File: src/rtl/if_pkg.sv
// Shared fetch/decode types: data width, queue depth, fetch entry.
// Imported by the IF/ID queue and the decode stage register.
package if_pkg;

  localparam int IF_DATA_W  = 32;
  localparam int IF_Q_DEPTH = 4;

  typedef struct packed {
    logic [IF_DATA_W-1:0] pc;
    logic [IF_DATA_W-1:0] instr;
  } if_entry_t;

endpackage

File: src/rtl/if_queue_ptr.sv
// Modulo-DEPTH pointer register: async reset, sync clear, increment.
// Ports: clk, rst, clr (sync clear), inc (advance), ptr (current value).
module if_queue_ptr #(
  parameter  int DEPTH = 4,
  localparam int PTR_W = $clog2(DEPTH)
) (
  input  logic             clk,
  input  logic             rst,
  input  logic             clr,
  input  logic             inc,
  output logic [PTR_W-1:0] ptr
);

  // DEPTH is a power of two, so natural rollover is modulo DEPTH
  always_ff @(posedge clk or posedge rst) begin
    if (rst)
      ptr <= '0;
    else if (clr)
      ptr <= '0;
    else if (inc)
      ptr <= ptr + PTR_W'(1);
  end

endmodule

File: src/rtl/if_id_queue.sv
// IF/ID decoupling FIFO: buffers {pc, instr} pairs from fetch for decode.
// Ports: clk, rst, flush, in_valid/in_pc/in_instr/in_ready (fetch side),
// out_valid/out_pc/out_instr/out_ready (decode side), count (occupancy).
module if_id_queue
  import if_pkg::*;
#(
  parameter int DEPTH  = IF_Q_DEPTH,
  parameter int DATA_W = IF_DATA_W,
  parameter int CNT_W  = $clog2(DEPTH) + 1
) (
  input  logic              clk,
  input  logic              rst,
  input  logic              flush,
  input  logic              in_valid,
  input  logic [DATA_W-1:0] in_pc,
  input  logic [DATA_W-1:0] in_instr,
  output logic              in_ready,
  output logic              out_valid,
  output logic [DATA_W-1:0] out_pc,
  output logic [DATA_W-1:0] out_instr,
  input  logic              out_ready,
  output logic [CNT_W-1:0]  count
);

  localparam int PTR_W = $clog2(DEPTH);

  logic [DATA_W-1:0] pc_mem    [DEPTH];
  logic [DATA_W-1:0] instr_mem [DEPTH];
  logic [PTR_W-1:0]  wr_ptr;
  logic [PTR_W-1:0]  rd_ptr;
  logic              push;
  logic              pop;

  assign in_ready  = (count != CNT_W'(DEPTH));
  assign out_valid = (count != '0);

  // flush wins: anything fetched in a flush cycle is wrong-path
  assign push = in_valid & in_ready & ~flush;
  assign pop  = out_valid & out_ready & ~flush;

  if_queue_ptr #(.DEPTH(DEPTH)) u_wr_ptr (
    .clk (clk),
    .rst (rst),
    .clr (flush),
    .inc (push),
    .ptr (wr_ptr)
  );

  if_queue_ptr #(.DEPTH(DEPTH)) u_rd_ptr (
    .clk (clk),
    .rst (rst),
    .clr (flush),
    .inc (pop),
    .ptr (rd_ptr)
  );

  always_ff @(posedge clk or posedge rst) begin
    if (rst) begin
      for (int i = 0; i < DEPTH; i++) begin
        pc_mem[i]    <= '0;
        instr_mem[i] <= '0;
      end
    end else if (push) begin
      pc_mem[wr_ptr]    <= in_pc;
      instr_mem[wr_ptr] <= in_instr;
    end
  end

  always_ff @(posedge clk or posedge rst) begin
    if (rst)
      count <= '0;
    else if (flush)
      count <= '0;
    else if (push && !pop)
      count <= count + CNT_W'(1);
    else if (pop && !push)
      count <= count - CNT_W'(1);
  end

  // stale entries stay in storage after a flush; masking hides them
  assign out_pc    = out_valid ? pc_mem[rd_ptr]    : '0;
  assign out_instr = out_valid ? instr_mem[rd_ptr] : '0;

endmodule

File: config.mk
export PLATFORM = sky130hd
export DESIGN_NAME = if_id_queue
export DESIGN_NICKNAME = d
export VERILOG_FILES = /design/src/rtl/if_pkg.sv /design/src/rtl/if_queue_ptr.sv /design/src/rtl/if_id_queue.sv
export SDC_FILE = /design/constraint.sdc
export NUM_CORES = 1
export LEC_CHECK = 0
export CAP_MARGIN = 25
export CORE_AREA = 2 2 193 195
export CTS_BUF_LIST = sky130_fd_sc_hd__clkbuf_16
export DETAILED_ROUTE_END_ITERATION = 8
export DIE_AREA = 0 0 195 197
export HOLD_SLACK_MARGIN = 0.1
export PLACE_DENSITY = 0.55
export SLEW_MARGIN = 10
export SYNTH_ARGS = -nofsm -noshare
export SYNTH_HDL_FRONTEND = slang
export SYNTH_SLANG_ARGS = --single-unit
File: constraint.sdc
create_clock -name clk -period 14.8 [get_ports clk]
set_clock_uncertainty 0.15 [all_clocks]
set_input_delay 4.44 -clock clk [delete_from_list [all_inputs] [get_ports clk]]
set_output_delay 4.44 -clock clk [all_outputs]
set_load 0.05 [all_outputs]
==> results.yml, run 1 <==
status:
  status: "finished clean"
yosys:
  synth_seq_area_share_pct: 49.5
  synth_top_cell_by_area: "dfrtp_1"
  synth-main-ff-cell: "dfrtp_1"
  post_synth_edffs: 0
  yosysTopAreaCellShare_pct: 49.5
  synth_area_per_cell_sq_um: 17.7
  synth_nets: 825
  post_synth_inst_count: 751
  synthDistinctLibCells: 33
  synth-warning-count: 0
  synthArstFlopShare_pct: 100
  synth.top_cells.by_area: "dfrtp_1 50%, mux2_4 27%, mux4_2 11%"
  post_synth_instance_area_sq_um: 13300
  synth.ff_latch_count: 263
route:
  drt_pass1_iterations: 4
  ant_nets: 0
  highest-signal-layer: "met4"
  drt-met1-wl_mm: 13.9
  detailroute.wirelength.met3_um: 964
  ratio_of_routed_vias_to_standard_cells: 4.91
  length_of_routed_met2_wiring_mm: 13.6
  drt_iter0_markers: 273
  total_wirelength_mm: 28.8
  final_routed_drc_violation_total: 0
  num_vias: 6722
  wl_per_cell_um: 21.1
global_route:
  globalRouteTotalUtil_pct: 15.3
  number_of_global_route_vias_before_repair: 7500
  grt_pass1_wl_mm: 45.9
  grt_start_max_net_pins: 73
  grt_antenna_before_repair: 2
  globalRoute.totalOverflow: 0
hold_path:
  worst_hold_startpoint: "instr_mem[73]"
  min-delay-path-class: "flop to flop"
worst_setup_path:
  r2r_startpoint: "count[0]"
  setup_crit_path_kind: "flop to primary output"
  worstPathRequired_ns: 10.21
  timing.critical_path.from: "u_rd_ptr.ptr[0]"
  critPathLaunchType: "flop"
  crit_arrival_ns: 3.61
  crit_path_max_fanout: 34
  type_of_element_capturing_the_critical_path: "primary output"
cells_and_area:
  most_common_cell_after_layout_fill_and_taps_aside: "dfrtp_1"
  share_of_layout_cells_above_drive_strength_1_pct: 42.6
  synthToLayoutAreaGrowth_pct: 17.6
  fin_nets: 953
  most-common-layout-cells: "261 x dfrtp_1, 240 x mux2_4, 137 x clkdlybuf4s50_1"
  postLayoutCellArea_sq_um: 15600
clocking:
  clock_buffer_depth: 3
  post_cts_resized: 0
  clk_pin_slew_ns: 0.06
  clock-sinks: 263
  depth_of_the_cts_h_tree: 1
  postCtsHoldBufs: 0
  cts.root.buffer_cell: "clkbuf_16"
  insertion_delay_ns: 0.55
  cts-buffers-inserted: 30
  cts_tree: "done"
  post_cts_buffers: 0
die:
  die-height_um: 197
  top_level_ports: 138
  core_sq_um: 36300
  die_area_sq_um: 38400
  fp-row-count: 70
  die_x_um: 195
  start_util_pct: 36.6
placed_design:
  post-dp-hpwl_mm: 16.7
  pre_cts_slack_ns: 7.07
  gp_routability_congestion: 0.693
  dpl_cell_area_sq_um: 14700
  placement.io_buffers: 137
run:
  cap_violations: 0
pwr:
  internal_power_w: 0.00226
  total_leakage_power_nw: 7.38
  combinational_group_share_of_total_power_pct: 47.3
  power_switching_w: 0.00131
  sw_share_pct: 36.7
  clkPwrFrac_pct: 18.9
  power.density_cell_area_nw_per_um2: 229
  power.ir.vdd_worst_v: 0.000198
  share_of_total_power_in_sequential_cells_pct: 33.8
sta:
  timing.setup.tns_ns: 0
  relSlewSlack_pct: 39.9
  least_margin_pin_slew_ns: 0.900
  setup_viol: 0
  finalHoldViolations: 0
  post-route-worst-setup-slack_ns: 6.60
  clock.fmax_ghz: 0.122
  post-route-period-util_pct: 55.4
  finalHoldWorstSlack_ns: 0.352
  unrepaired_setup_endpoints_after_global_routing: "false"
  layout_min_cycle_time_ns: 8.20
  final_max_slew_viol_count: 0
[Yosys cell counts, drive strengths merged, types with 2 or more instances]
cell / n
mux2: 258
o21ai: 4
nor2: 9
a21oi: 2
buf: 44
nand4b: 4
clkbuf: 9
ha: 4
nor3b: 2
inv: 8
mux4: 64
dfrtp: 263
and2: 64
xor2: 2
nand3: 2
[worst max-delay path, stage by stage (launching register included)]
cell	delay (ns)
dfrtp_4	0.85
buf_4	0.70
mux4_2	0.61
and2_1	0.18
clkdlybuf4s50_1	0.70
[stage by stage]
stage                     utilization (%)  total power (W)  cells
after floorplan                         -          0.00246    751
after global placement               40.5          0.00291   1312
after detailed placement             40.5          0.00292   1312
after CTS                            42.9          0.00363   1364
after global routing                 43.1          0.00376   1367
final                                43.1          0.00358   1368
[area by class of cell]
cell class	count	area [sq um]
fillers	3292	20600
flip-flops and latches	263	6590
multi-input cells	427	6030
repair buffers	149	1510
clock buffers	30	751
well taps	468	586
clock inverters	22	131
inverters	8	40.0
diodes	1	2.50
[power groups by stage]
| stage | logic (W) | registers [W] | clock network (W) |
|---|---|---|---|
| 3_3_place_gp | 0.00170 | 0.00121 | 0 |
| 2_1_floorplan | 0.00133 | 0.00114 | 0 |
| 5_1_grt | 0.00178 | 0.00125 | 0.000732 |
| 6_report | 0.00169 | 0.00121 | 0.000677 |
| 4_1_cts | 0.00172 | 0.00121 | 0.000703 |
| 3_5_place_dp | 0.00171 | 0.00121 | 0 |
[state kept, by name, indices dropped and copies added, names as in the netlist]
| register | cells |
|---|---|
| count | 3 |
| instr_mem | 128 |
| pc_mem | 128 |
| u_rd_ptr.ptr | 2 |
| u_wr_ptr.ptr | 2 |
[layer usage]
metal / up-vias / global-route usage (%)
met5: - / 0
met4: 0 / 3.08
met1: 3608 / 22.0
met3: 37 / 2.40
met2: 93 / 24.5
li1: 2984 / -
[final timing paths]
kind                                  to  slack, ns  cells after the start
setup / recovery            out_instr[4]       6.60                      4
hold / removal             instr_mem[73]       0.35                      1
setup reg to reg             pc_mem[124]      11.80                      5
hold reg to reg            instr_mem[73]       0.35                      1
max in group asynchronous       count[2]       9.03                      3
min in group asynchronous  instr_mem[84]       4.19                      2
[cell families (layout without fill, tap and decap cells)]
kind of cell / count (synthesis) / in the layout / share of synthesized area (%)
buffers and inverters: 61 / 209 / 5.45
xor gates and xnor gates: 2 / 2 / 0.132
AOI/OAI and AO/OA: 12 / 12 / 0.640
other: 0 / 1 / 0
muxes: 323 / 323 / 39.6
adders and majority gates: 5 / 5 / 0.527
DFF: 263 / 263 / 49.5
and+or+nand+nor: 85 / 85 / 4.16
No activity file was read; power rests on OpenSTA's default activity.
==> run 2: changes to the inputs <==
Settings changed: PLACE_DENSITY 0.55 to 0.57.
Clock period 14.8 ns to 7.4 ns, I/O delays scaled along.
==> run 2 against run 1 <==
  * Flip-flop and latch count is the same
  * Register-to-register slack lost 7.4 ns
  * Routed wire length shrank 2.7%
  * Final cell count grew 0.15%
  * Design area grew 0.13%
  * Critical path depth is the same
  * Setup slack lost 4.9 ns
  * Count of clock-buffer cells in the layout grew 1
  * Hold slack is the same
  * Via count grew 0.60%
  * Core utilization grew 0.055 points
  * Critical endpoint is now out_pc[12]
  * Largest cell class unchanged
==> results.yml, run 2 (synthesis results as in run 1) <==
sta:
  timing.setup.tns_ns: 0
  final_max_slew_viol_count: 0
  relSlewSlack_pct: 34.6
  setup_viol: 0
  unrepaired_setup_endpoints_after_global_routing: "false"
  layout_min_cycle_time_ns: 5.69
  post-route-period-util_pct: 76.9
  least_margin_pin_slew_ns: 0.981
  post-route-worst-setup-slack_ns: 1.71
  clock.fmax_ghz: 0.176
  finalHoldViolations: 0
route:
  wl_per_cell_um: 20.5
  total_wirelength_mm: 28.0
  ratio_of_routed_vias_to_standard_cells: 4.94
  drt_iter0_markers: 296
  final_routed_drc_violation_total: 0
  ant_nets: 0
  num_vias: 6762
  drt_pass1_iterations: 4
die:
  fp-row-count: 70
  die_area_sq_um: 38400
  core_sq_um: 36300
  die-height_um: 197
  die_x_um: 195
  start_util_pct: 36.6
  top_level_ports: 138
clocking:
  clock-sinks: 263
  cts_tree: "done"
  insertion_delay_ns: 0.54
  post_cts_resized: 0
  postCtsHoldBufs: 0
  cts.root.buffer_cell: "clkbuf_16"
  clk_pin_slew_ns: 0.06
  post_cts_buffers: 0
  depth_of_the_cts_h_tree: 1
  cts-buffers-inserted: 31
  clock_buffer_depth: 3
global_route:
  globalRouteTotalUtil_pct: 14.9
  grt_start_max_net_pins: 163
  grt_pass1_wl_mm: 45.3
  grt_antenna_before_repair: 1
  globalRoute.totalOverflow: 0
  number_of_global_route_vias_before_repair: 7579
worst_setup_path:
  crit_arrival_ns: 3.32
  crit_path_max_fanout: 45
  critPathLaunchType: "flop"
  type_of_element_capturing_the_critical_path: "primary output"
  worstPathRequired_ns: 5.03
  setup_crit_path_kind: "flop to primary output"
cells_and_area:
  synthToLayoutAreaGrowth_pct: 17.8
  biggestRegsByFlops: "instr_mem: 128 flops, pc_mem: 128 flops, count: 3 flops"
  most-common-layout-cells: "261 x dfrtp_1, 240 x mux2_4, 137 x clkdlybuf4s50_1"
  post-route-util_pct: 43.2
  antenna_cells: 0
  share_of_layout_cells_above_drive_strength_1_pct: 43.1
  most_common_cell_after_layout_fill_and_taps_aside: "dfrtp_1"
  fin_nets: 956
placed_design:
  pre_cts_slack_ns: 2.14
  placement.io_buffers: 137
  post-dp-hpwl_mm: 16.0
  gp_routability_congestion: 0.680
pwr:
  total_leakage_power_nw: 7.39
  power.density_cell_area_nw_per_um2: 461
  power.ir.vdd_worst_v: 0.000334
hold_path:
  min-delay-path-class: "flop to flop"
run:
  cap_violations: 0
status:
  status: "finished clean"
run 2: area by class of cell:
class	count	area, sq um
repair buffers	151	1490
clock buffers	31	776
well taps	468	586
clock inverters	22	150
flip-flops and latches	263	6590
fillers	3256	20600
inverters	8	36.3
multi-input cells	427	6030
run 2: path summary, 6_finish.rpt:
| kind | cells after the start | start | slack [ns] | end |
|---|---|---|---|---|
| setup reg to reg | 6 | count[2] | 4.36 | instr_mem[68] |
| hold / removal | 1 | instr_mem[86] | 0.35 | instr_mem[86] |
| min in group asynchronous | 3 | rst | 2.08 | instr_mem[116] |
| max in group asynchronous | 4 | rst | 3.83 | pc_mem[103] |
| hold reg to reg | 1 | instr_mem[86] | 0.35 | instr_mem[86] |
| setup / recovery | 4 | u_rd_ptr.ptr[1] | 1.71 | out_pc[12] |
run 2: layer usage:
| layer | vias up | share of wire (%) | global-route usage [%] |
|---|---|---|---|
| li1 | 2995 | - | - |
| met1 | 3614 | 48 | 21.7 |
| met2 | 111 | 47 | 23.4 |
| met3 | 40 | 3.8 | 2.48 |
| met4 | 2 | 1.7 | 3.45 |
| met5 | - | 0.039 | 0 |
run 2: through the flow:
stage	power [W]	std cells	hold WS [ns]	area, sq um
finish	0.00722	1370	0.352	15700
detailed placement	0.00586	1317	0.338	14700
global placement	0.00583	1317	0.334	14700
floorplan	0.00493	751	0.324	13300
CTS	0.00732	1370	0.356	15700
global route	0.00760	1370	0.367	15700
run 2: power breakdown:
| group | internal (W) | total [W] | switching, W |
|---|---|---|---|
| sequential | 0.00203 | 0.00241 | 0.000379 |
| combinational | 0.00173 | 0.00340 | 0.00167 |
| clock | 0.000820 | 0.00141 | 0.000590 |
| total | 0.00458 | 0.00722 | 0.00264 |
run 2: critical path, cell delays in order, from the launching register on:
cell	delay, ns
dfrtp_4	1.02
buf_4	0.47
mux4_2	0.36
and2_1	0.18
clkdlybuf4s50_1	0.71
==> RTL change: new RTL, settings of run 1 <==
Make the reset (`rst`) synchronous in 3 clocked blocks. Comments in the files are not updated.
--- a/src/rtl/if_queue_ptr.sv
+++ b/src/rtl/if_queue_ptr.sv
@@ -13,5 +13,5 @@
 
   // DEPTH is a power of two, so natural rollover is modulo DEPTH
-  always_ff @(posedge clk or posedge rst) begin
+  always_ff @(posedge clk) begin
     if (rst)
       ptr <= '0;
--- a/src/rtl/if_id_queue.sv
+++ b/src/rtl/if_id_queue.sv
@@ -55,5 +55,5 @@
   );
 
-  always_ff @(posedge clk or posedge rst) begin
+  always_ff @(posedge clk) begin
     if (rst) begin
       for (int i = 0; i < DEPTH; i++) begin
@@ -67,5 +67,5 @@
   end
 
-  always_ff @(posedge clk or posedge rst) begin
+  always_ff @(posedge clk) begin
     if (rst)
       count <= '0;
Function: differs if rst is asserted again (counterexample within 4 cycles, from zero or initial values and one cycle with rst high); with rst held inactive, the same outputs for 4 cycles.
==> RTL change against run 1 <==
Setup slack improved by 100 ps; worst hold slack improved by 28 ps; sequential cell count grew 2; wire length is 1.7% lower; area after synthesis down 8.2%; cell area fell by 5.7%; non-clock buffer count did not move.
Power is not compared: it rests on default switching activity, and its combinational part moved more than twofold at a synthesized area within 25%.
==> RTL change: results (changes against run 1) <==
{
  "global_route.usage.total": {"value": 0.147, "change": "-0.00562"},
  "pin_count_of_the_biggest_net_entering_global_routing": {"value": 129, "change": "+77%"},
  "grt_pass1_wl": {"value": 43.6, "unit": "mm", "change": "-5.0%"},
  "ys.warnings.count": {"value": 0, "change": "unchanged"},
  "drive_above_1_share": {"value": 0.0886, "change": "-0.337"},
  "cp_data_arrival_time": {"value": 3500, "unit": "ps", "change": "-110 ps"},
  "max-clock-path-buffers": {"value": 3, "change": "unchanged"},
  "placed_cells": {"value": 1306, "change": "-0.46%"},
  "synth.top_cells.by_area": "edfxtp_1, and3_1, mux4_1, and2_1, mux4_2",
  "yosysUniqueCellTypes": {"value": 31, "change": "-6.1%"},
  "grt_util_met2": {"value": 0.252, "change": "+0.00728"},
  "cts_made_buffers": {"value": 29, "change": "-3.3%"},
  "cts_htree_levels": {"value": 1, "change": "unchanged"},
  "met3_usage": {"value": 0.0248, "change": "+0.000856"},
  "antennaDiodeCount": {"value": 0, "change": "-1"},
  "preCtsSetupSlack": {"value": 7150, "unit": "ps", "change": "+76.0 ps"},
  "detail_route.first_pass.iterations": {"value": 4, "change": "unchanged"},
  "fill_cells": {"value": 3358, "change": "+2.0%"},
  "global_placement_routability_congestion": {"value": 0.722, "change": "+4.3%"},
  "vias_per_cell": {"value": 5.04, "change": "+2.7%"},
  "worst_path_largest_cell_delay": {"value": 720, "unit": "ps", "change": "-130 ps"},
  "finish.net_count": {"value": 941, "change": "-1.3%"},
  "cts_hold_buffers": {"value": 0, "change": "unchanged"},
  "yosysSeqAreaShare": {"value": 0.645, "change": "+0.150"},
  "syn-mean-instance-area": {"value": 16.0, "unit": "µm²", "change": "-9.5%"},
  "grt.met1_usage": {"value": 0.197, "change": "-0.0232"},
  "initialDrtViolationCount": {"value": 346, "change": "+27%"},
  "async_flop_share": {"value": 0, "change": "-1.00"},
  "route.vias.total": {"value": 6861, "change": "+2.1%"},
  "number_of_nets_produced_by_synthesis": {"value": 832, "change": "+0.85%"},
  "peakVddDrop_v": 0.0000744,
  "io_buffer_count": {"value": 137, "change": "unchanged"},
  "layout_top_registers": "instr_mem x128, pc_mem x128, count x3",
  "max-slew-margin-rel": {"value": 0.333, "change": "-0.0662"},
  "detail_routed_net_length_per_standard_cell": {"value": 20.8, "unit": "µm", "change": "-1.1%"},
  "place_area": {"value": 13900, "unit": "µm²", "change": "-5.4%"},
  "crit_path_top_delay_cell": "buf_4",
  "synth-edff-count": {"value": 256, "change": "+256"},
  "critical_path_peak_fanout": {"value": 39, "change": "+15%"},
  "clock_latency": {"value": 530, "unit": "ps", "change": "-20 ps"},
  "hpwl": {"value": 14.7, "unit": "mm", "change": "-12%"},
  "run_status": "finished clean",
  "post_cts.repair.setup_buffers": {"value": 0, "change": "unchanged"},
  "number_of_antenna_violations_at_the_first_check_in_global_routing": {"value": 1, "change": "-1"},
  "synthTopCellsByCount": "edfxtp_1, and3_1, and2_1",
  "first_global_vias": {"value": 7264, "change": "-3.1%"}
}
## RTL change: cell count changes after synthesis, moves of 21 or more
cell / change
dfrtp_1: -263
clkbuf_2: +25
edfxtp_1: +256
and3_1: +192
mux4_2: -45
and2_1: +64
clkbuf_1: +21
mux2_4: -240
buf_12: -22
mux4_1: +45
## RTL change: layout make-up
cell class / count / area, µm² / area share
sequential: 265 / 7880 / 0.534
multi-input combinational: 422 / 3950 / 0.268
timing repair buffer: 149 / 1500 / 0.102
clock buffer: 29 / 726 / 0.0492
tap: 468 / 586 / 0.0397
clock inverter: 24 / 101 / 0.00687
inverter: 3 / 11.3 / 0.000764
## RTL change: kinds of logic (layout without fill, tap and decap cells)
kind of cell / count (synthesis) / count (layout) / share of synthesized area
simple gates: 340 / 340 / 0.175
flops: 265 / 265 / 0.645
buf+inv: 74 / 205 / 0.0357
mux: 65 / 65 / 0.133
compound gates: 11 / 11 / 0.00595
xor+xnor: 4 / 4 / 0.00287
fa+ha+maj: 2 / 2 / 0.00267
## RTL change: final timing paths
check                                     start          endpoint  slack [ps]  cells past startpoint
worst max-delay path                  flip-flop     out_instr[15]        6710                      4
worst min-delay path            u_rd_ptr.ptr[1]   u_rd_ptr.ptr[1]         380                      2
worst min register to register  u_rd_ptr.ptr[1]   u_rd_ptr.ptr[1]         380                      2
worst max register to register         count[0]  instr_mem[3][28]       12040                      4
## RTL change: where the power goes
group	switching (mW)	internal, mW	leakage (nW)
Clock	0.281	0.351	0.437
Combinational	0.102	0.0664	2.78
Sequential	0.00975	0.857	2.75
Total	0.393	1.27	5.96
## RTL change: metal layers
layer / share of wire / up-vias
met5: 0.00046 / -
met4: 0.015 / 2
met3: 0.046 / 32
met2: 0.49 / 138
met1: 0.45 / 3508
li1: - / 3181
